$ cat src/rtl/alu_issue_ctrl_if.sv
// Command/response bundle between an instruction source and alu_issue_ctrl.
//
// Handshake rule for both channels: a transfer happens on the rising clock
// edge where valid and ready are both high. The initiator keeps valid and
// its payload stable until that edge. Ready never depends on valid in the
// same cycle.
interface alu_issue_ctrl_if;
  logic       cmd_valid;
  logic       cmd_ready;
  logic [4:0] cmd_op;
  logic       cmd_cin;
  logic [3:0] cmd_a;
  logic [3:0] cmd_b;
  logic       cmd_a_acc;
  logic       res_valid;
  logic       res_ready;
  logic [4:0] res_data;

  // Instruction source side: issues commands, consumes results.
  modport master (
    output cmd_valid, cmd_op, cmd_cin, cmd_a, cmd_b, cmd_a_acc, res_ready,
    input  cmd_ready, res_valid, res_data
  );

  // Controller side.
  modport slave (
    input  cmd_valid, cmd_op, cmd_cin, cmd_a, cmd_b, cmd_a_acc, res_ready,
    output cmd_ready, res_valid, res_data
  );
endinterface

$ cat src/rtl/alu_issue_ctrl.sv
// Issue/capture controller for a 4-bit combinational ALU.
// Accepts one command, holds operands on registered ALU inputs for SETTLE
// cycles, captures the ALU result into res_data and the accumulator, then
// offers it on the response channel. state_dbg mirrors the FSM encoding
// (0 idle, 1 issue, 2 resp) for observation.
module alu_issue_ctrl #(
  parameter int SETTLE  = 1,   // 1..15
  parameter int COUNT_W = 8
) (
  input  logic               clk,
  input  logic               rst_n,
  alu_issue_ctrl_if.slave    bus,
  output logic [3:0]         alu_a,
  output logic [3:0]         alu_b,
  output logic [4:0]         alu_s,
  output logic               alu_cin,
  input  logic [4:0]         alu_c,
  output logic [3:0]         acc,
  output logic               busy,
  output logic [COUNT_W-1:0] op_count,
  output logic [1:0]         state_dbg
);

  typedef enum logic [1:0] {
    IDLE  = 2'd0,
    ISSUE = 2'd1,
    RESP  = 2'd2
  } state_t;

  localparam logic [3:0] SETTLE_M1 = 4'(SETTLE - 1);

  state_t     state;
  logic [3:0] settle_cnt;
  logic [4:0] res_data_q;

  // Handshake flags come straight from the state register, so nothing on
  // the input side reaches cmd_ready or res_valid combinationally.
  assign bus.cmd_ready = (state == IDLE);
  assign bus.res_valid = (state == RESP);
  assign bus.res_data  = res_data_q;
  assign busy          = (state != IDLE);
  assign state_dbg     = state;

  // Controller FSM: accept, hold ALU inputs for the settle time, capture,
  // then wait for the consumer. Reset aborts any operation in flight.
  always_ff @(posedge clk or negedge rst_n) begin
    if (!rst_n) begin
      state      <= IDLE;
      settle_cnt <= '0;
      alu_a      <= '0;
      alu_b      <= '0;
      alu_s      <= '0;
      alu_cin    <= 1'b0;
      res_data_q <= '0;
      acc        <= '0;
      op_count   <= '0;
    end else begin
      case (state)
        IDLE: begin
          if (bus.cmd_valid) begin
            alu_s      <= bus.cmd_op;
            alu_cin    <= bus.cmd_cin;
            alu_b      <= bus.cmd_b;
            // Accumulator value as it stands at the accept edge.
            alu_a      <= bus.cmd_a_acc ? acc : bus.cmd_a;
            settle_cnt <= SETTLE_M1;
            state      <= ISSUE;
          end
        end
        ISSUE: begin
          if (settle_cnt != 4'd0) begin
            settle_cnt <= settle_cnt - 4'd1;
          end else begin
            res_data_q <= alu_c;
            acc        <= alu_c[3:0];   // carry bit is not accumulated
            state      <= RESP;
          end
        end
        RESP: begin
          if (bus.res_ready) begin
            op_count <= op_count + COUNT_W'(1);
            state    <= IDLE;
          end
        end
        default: state <= IDLE;
      endcase
    end
  end

endmodule
$ cat src/flat_wrapper.sv
// flat-port wrapper written by rule: the top's interface ports become plain ports
module alu_issue_ctrl_flat 
#(
  parameter int SETTLE  = 1,           
  parameter int COUNT_W = 8
)
  (clk, rst_n, alu_a, alu_b, alu_s, alu_cin, alu_c, acc, busy, op_count, state_dbg, bus_cmd_valid, bus_cmd_op, bus_cmd_cin, bus_cmd_a, bus_cmd_b, bus_cmd_a_acc, bus_res_ready, bus_cmd_ready, bus_res_valid, bus_res_data);
  alu_issue_ctrl_if bus_i ();
  input  logic clk;
  input  logic rst_n;
  output logic [3:0] alu_a;
  output logic [3:0] alu_b;
  output logic [4:0] alu_s;
  output logic alu_cin;
  input  logic [4:0] alu_c;
  output logic [3:0] acc;
  output logic busy;
  output logic [COUNT_W-1:0] op_count;
  output logic [1:0] state_dbg;
  input wire logic [$bits(bus_i.cmd_valid)-1:0] bus_cmd_valid;
  input wire logic [$bits(bus_i.cmd_op)-1:0] bus_cmd_op;
  input wire logic [$bits(bus_i.cmd_cin)-1:0] bus_cmd_cin;
  input wire logic [$bits(bus_i.cmd_a)-1:0] bus_cmd_a;
  input wire logic [$bits(bus_i.cmd_b)-1:0] bus_cmd_b;
  input wire logic [$bits(bus_i.cmd_a_acc)-1:0] bus_cmd_a_acc;
  input wire logic [$bits(bus_i.res_ready)-1:0] bus_res_ready;
  output wire logic [$bits(bus_i.cmd_ready)-1:0] bus_cmd_ready;
  output wire logic [$bits(bus_i.res_valid)-1:0] bus_res_valid;
  output wire logic [$bits(bus_i.res_data)-1:0] bus_res_data;
  assign bus_i.cmd_valid = bus_cmd_valid;
  assign bus_i.cmd_op = bus_cmd_op;
  assign bus_i.cmd_cin = bus_cmd_cin;
  assign bus_i.cmd_a = bus_cmd_a;
  assign bus_i.cmd_b = bus_cmd_b;
  assign bus_i.cmd_a_acc = bus_cmd_a_acc;
  assign bus_i.res_ready = bus_res_ready;
  assign bus_cmd_ready = bus_i.cmd_ready;
  assign bus_res_valid = bus_i.res_valid;
  assign bus_res_data = bus_i.res_data;
  alu_issue_ctrl #(.SETTLE(SETTLE), .COUNT_W(COUNT_W)) u_core (.clk(clk), .rst_n(rst_n), .bus(bus_i), .alu_a(alu_a), .alu_b(alu_b), .alu_s(alu_s), .alu_cin(alu_cin), .alu_c(alu_c), .acc(acc), .busy(busy), .op_count(op_count), .state_dbg(state_dbg));
endmodule
$ cat config.mk
export PLATFORM = sky130hd
export DESIGN_NAME = alu_issue_ctrl_flat
export DESIGN_NICKNAME = d
export VERILOG_FILES = /design/src/rtl/alu_issue_ctrl_if.sv /design/src/rtl/alu_issue_ctrl.sv /design/src/flat_wrapper.sv
export SDC_FILE = /design/constraint.sdc
export NUM_CORES = 1
export LEC_CHECK = 0
export CORE_ASPECT_RATIO = 0.5
export CORE_MARGIN = 2
export CORE_UTILIZATION = 42
export DETAILED_ROUTE_END_ITERATION = 8
export HOLD_SLACK_MARGIN = 0.08
export PLACE_DENSITY_LB_ADDON = 0.12
export SLEW_MARGIN = 25
export SYNTH_ARGS = -nofsm -noshare
export SYNTH_HDL_FRONTEND = slang
export SYNTH_SLANG_ARGS = --single-unit
$ cat constraint.sdc
create_clock -name clk -period 1.5 [get_ports clk]
set_input_delay 0.3 -clock clk [delete_from_list [all_inputs] [get_ports clk]]
set_output_delay 0.3 -clock clk [all_outputs]
set_load 0.01 [all_outputs]
==> impl_metrics.toml, run 1 <==
[run_status]
status = "finished with violations"
violations = "setup timing"

[clock_tree]
cts_made_buffers = 5
root_buffer = "clkbuf_8"
cts_buffer_depth = 2
cts_tree = "built"
clock_sinks = 33
clock_latency_ns = 0.28
cts.hold.buffers_added = 0
htreeDepth = 2
path_clk_slew_ns = 0.07

[critical_path]
reg2reg_to = "u_core.bus.res_data[0]"
cp-end-kind = "flop"
crit_path_start_kind = "flop"
cp.required_ns = 1.67
cp_max_fo = 3
ff2ff_setup_slack_ns = -0.10
cp.arrival_ns = 1.77
crit_type = "reg2reg"
r2r_cells = 6
r2r-start = "u_core.state_dbg[1]"

[timing]
skew_ns = 0.00793
finalMaxSlewViolations = 0
fin_ws_ns = -0.104
finalHoldViolations = 0
fin_crit_sh = 1.07
relSlewSlack = 0.795
tightest_slew_ns = 0.306
hold_slack_ns = 0.370
layout_min_cycle_time_ns = 1.60
rsz0062_at_grt = "true"
fmax_mhz = 624
finalSetupViolations = 16
fin_setup_tns_ns = -0.794

[yosys]
ys_ff_latch = 33
synth_cell_types = 31
synthCells = 114
yosysTopAreaCell = "dfrtp_1"
yosysTopAreaCellShare = 0.557
syn_area_um2 = 1480
synthTopCellsByArea = "dfrtp_1, mux2_4, mux2_2"
syn_nets = 141
post_synth.cell_area_avg_um2 = 13.0
synth.yosys.warnings = 0
ys_seq_area_frac = 0.557

[place]
placedCellCount = 230
io_buffers = 59
dp_hpwl_mm = 2.40
routabilityCongestion = 0.706

[final_layout]
nets = 223
layout_common_cells = "dfrtp_1, clkdlybuf4s50_1, buf_4, dlymetal6s2s_1, mux2_4"
area_growth_pct = 66.1
n_antenna_cell = 0
fillerInstances = 257
final_common_cell = "dfrtp_1"
fin_cells = 247
drive_gt1_frac = 0.332

[global_route]
grt_pass1_wl_mm = 5.15
grt_max_degree = 34
grt-ovfl-total = 0
antenna_found_initial = 0
grt_pass1_vias = 1117
grt_usage = 0.176

[floorplan]
die_h_um = 46.0
die_w_um = 88.0
row_count = 15
core_um2 = 3420
die_area_um2 = 4050
start_util = 0.434
num_io_pins = 60

[drt]
drc = 0
viasPerCell = 4.76
dr.pass1.iters = 4
wl_per_cell_um = 14.0
drt_iter0_drc = 18
routed_wl_mm = 3.46
final_antenna_net_count = 0
num_vias = 1175

[min_path]
min_path_type = "in2async"

[power]
p_leak_nw = 1.33
cellPowerDensity_nw_per_um2 = 1990
ir_drop_v = 0.000961
power_mw = 4.89

[job]
drv_cap = 0
## synth_stat cells (all sizes together)
cell,number
buf,6
o41ai,1
o21ai,7
nand2b,2
mux2,16
and3,1
nand2,5
or3b,1
nand4,2
o211ai,2
xnor2,3
o31ai,1
nor3,2
ha,3
nand3b,2
xor2,4
nor2,3
and4b,1
nor3b,2
a21oi,1
or2,1
mux2i,5
dfrtp,33
inv,5
and2,1
clkbuf,1
nand3,3
## flip-flops by register name, indices dropped and copies added (netlist names)
register and count:
u_core.alu_s 5, u_core.settle_cnt 4, u_core.alu_b 4, u_core.alu_cin 1, u_core.op_count 8, u_core.alu_a 4, u_core.state_dbg 2, u_core.bus.res_data 5
## worst max-delay path, stage by stage, from the launching register on
cell      delay (ns)
dfrtp_1         0.39
buf_6           0.12
buf_6           0.11
nor3b_4         0.21
nand3b_1        0.19
buf_6           0.18
mux2_4          0.29
## kinds of logic (layout without fill, tap and decap cells)
group / count (synthesis) / after routing / synth area share
xor+xnor: 7 / 7 / 0.0414
buf+inv: 12 / 93 / 0.0456
flops: 33 / 33 / 0.557
fa+ha+maj: 3 / 3 / 0.0253
compound gates: 12 / 12 / 0.0481
simple gates: 26 / 27 / 0.105
mux: 21 / 21 / 0.178
## metal layers
layer,share of wire,vias up,GRT usage
met4,0.016,0,0.0545
met3,0.072,7,0.0616
met1,0.43,565,0.223
met2,0.48,45,0.292
li1,-,558,-
met5,0,-,0
## repair_timing
| item | in CTS | in global routing |
|---|---|---|
| gates resized for setup | 28 | 42 |
| buffers inserted | 6 | 3 |
| cloned | 1 | 0 |
| setup endpoints to repair | 33 | 43 |
| pin swaps | 3 | 7 |
## stage by stage
step / area [um2] / worst slack (ns) / util
2_1_floorplan: 1480 / 0.0484 / -
3_3_place_gp: 2200 / -0.221 / 0.644
3_5_place_dp: 2200 / -0.272 / 0.644
4_1_cts: 2340 / -0.218 / 0.684
5_1_grt: 2460 / -0.142 / 0.721
6_report: 2460 / -0.104 / 0.721
## worst max path at each step
stage,endpoint,startpoint,depth (start not counted)
3_5_place_dp,u_core.alu_a[3],bus_cmd_valid,4
2_1_floorplan,u_core.alu_b[1],u_core.state_dbg[1],3
5_1_grt,u_core.bus.res_data[0],u_core.state_dbg[1],6
3_3_place_gp,u_core.alu_s[0],bus_cmd_valid,3
4_1_cts,busy,u_core.state_dbg[0],3
6_report,u_core.bus.res_data[0],u_core.state_dbg[1],6
## area by class of cell
type                       instances  area (um2)  share of cell area
multi-input combinational         70         669               0.272
tap                               51        63.8              0.0259
inverter                           5        18.8             0.00762
clock buffer                       7        86.3              0.0351
timing repair buffer              81         797               0.324
sequential                        33         827               0.336
## where the power goes
| group | internal (mW) | switching, mW | leakage, nW |
|---|---|---|---|
| clock | 0.364 | 0.304 | 0.0443 |
| sequential | 1.28 | 0.269 | 0.408 |
| combinational | 1.60 | 1.08 | 0.874 |
| total | 3.24 | 1.66 | 1.33 |
Power figures use the tool's default switching activity.
==> run 2: changes to the inputs <==
Settings changed: CTS_BUF_LIST set to sky130_fd_sc_hd__clkbuf_16, GPL_ROUTABILITY_DRIVEN set to 1, SLEW_MARGIN 25 to unset.
==> impl_metrics.toml, run 2 (synthesis results as in run 1) <==
[power]
cellPowerDensity_nw_per_um2 = 2050
ir_drop_v = 0.000901
power_mw = 5.02
p_leak_nw = 1.24

[timing]
rsz0062_at_grt = "true"
fin_ws_ns = 0.00744
finalHoldViolations = 0
fin_crit_sh = 0.995
finalMaxSlewViolations = 0
relSlewSlack = 0.809
skew_ns = 0.00583
finalSetupViolations = 0
tightest_slew_ns = 0.283
fmax_mhz = 670
layout_min_cycle_time_ns = 1.49

[place]
place_ws_ns = -0.272
io_buffers = 59
routabilityCongestion = 0.706
dp_hpwl_mm = 2.40

[final_layout]
layout_common_cells = "clkdlybuf4s50_1, dfrtp_1, buf_4, dlymetal6s2s_1"
n_antenna_cell = 0
drive_gt1_frac = 0.275
area_growth_pct = 65.1
final_common_cell = "clkdlybuf4s50_1"
largest_reg_flops = 8
nets = 220
final_core_util = 0.716
regMostFlops = "u_core.op_count"

[clock_tree]
clock_sinks = 33
root_buffer = "clkbuf_16"
clock_latency_ns = 0.27
htreeDepth = 2
cts_buffer_depth = 2
cts_tree = "built"
cts.hold.buffers_added = 0
path_clk_slew_ns = 0.05
cts_made_buffers = 5

[critical_path]
worst-path-buf-inv = 1
worstSetupEndpoint = "u_core.alu_s[2]"
cp.arrival_ns = 1.64
crit_path_start_kind = "flop"
cp.depth = 3
worstPathCellList = "buf_4 -> or3b_4 -> mux2_4"
r2r_cells = 3
reg2reg_to = "u_core.alu_s[2]"
cp-end-kind = "flop"
crit_path_max_incr_delay_ns = 0.48
cp_slowest_cell = "or3b_4"
crit_type = "reg2reg"
crit_family = "simple AND/OR/NAND/NOR gates"
critPathLaunch = "u_core.state_dbg[0]"
cp.required_ns = 1.65
ff2ff_setup_slack_ns = 0.007
r2r-start = "u_core.state_dbg[0]"
cp_max_fo = 7

[floorplan]
die_w_um = 88.0
row_count = 15
die_h_um = 46.0
die_area_um2 = 4050
core_um2 = 3420
start_util = 0.434
num_io_pins = 60

[drt]
final_antenna_net_count = 0
drt_iter0_drc = 42
drc = 0
num_vias = 1146
dr.pass1.iters = 2
routed_wl_mm = 3.36
viasPerCell = 4.70
wl_per_cell_um = 13.8

[global_route]
grt_pass1_vias = 1102
grt-ovfl-total = 0
grt_max_degree = 34
grt_usage = 0.177
antenna_found_initial = 0
grt_pass1_wl_mm = 5.15

[min_path]
min_path_type = "in2async"

[run_status]
status = "complete, no violations"

[job]
drv_cap = 0
==> run 2: layout make-up <==
cell class | instances | area (um2)
multi-input cells | 70 | 632
clock buffers | 5 | 125
flip-flops and latches | 33 | 828
fillers | 263 | 968
inverters | 5 | 18.8
repair buffers | 78 | 772
well taps | 51 | 63.8
clock inverters | 2 | 7.51
==> run 2: power breakdown <==
group | internal [mW] | total [mW] | switching, mW
clock | 0.592 | 0.924 | 0.332
sequential | 1.28 | 1.57 | 0.291
combinational | 1.52 | 2.52 | 0.998
total | 3.40 | 5.02 | 1.62
==> run 2: routing by layer <==
metal,vias up,global-route usage,share of wire,wire (um)
li1,553,-,-,-
met1,555,0.223,0.44,1480
met2,34,0.295,0.48,1620
met3,4,0.0616,0.064,215
met4,0,0.0545,0.013,43
met5,-,0,0,0
==> run 2: worst min-delay path by stage <==
stage | endpoint | cells after the start
floorplan | u_core.alu_a[0] | 0
global placement | u_core.alu_a[0] | 2
detailed placement | u_core.op_count[7] | 1
CTS | u_core.bus.res_data[3] | 2
global route | u_core.bus.res_data[3] | 2
finish | u_core.bus.res_data[3] | 2
==> run 2: per-stage QoR <==
stage | hold WS (ns) | setup TNS [ns] | cells | cell area, um2
after floorplan | 0.00441 | 0 | 114 | 1480
after global placement | 0.464 | -3.47 | 230 | 2200
after detailed placement | 0.473 | -3.71 | 230 | 2200
after CTS | 0.398 | -0.212 | 242 | 2370
after global routing | 0.423 | -0.139 | 244 | 2450
final | 0.386 | 0 | 244 | 2450
==> run 2: timing repair <==
item | 4_1_cts | 5_1_grt
setup endpoints to repair | 28 | 32
pin swaps | 1 | 6
gates cloned | 1 | 0
setup buffers | 4 | 2
gates resized for setup | 24 | 26
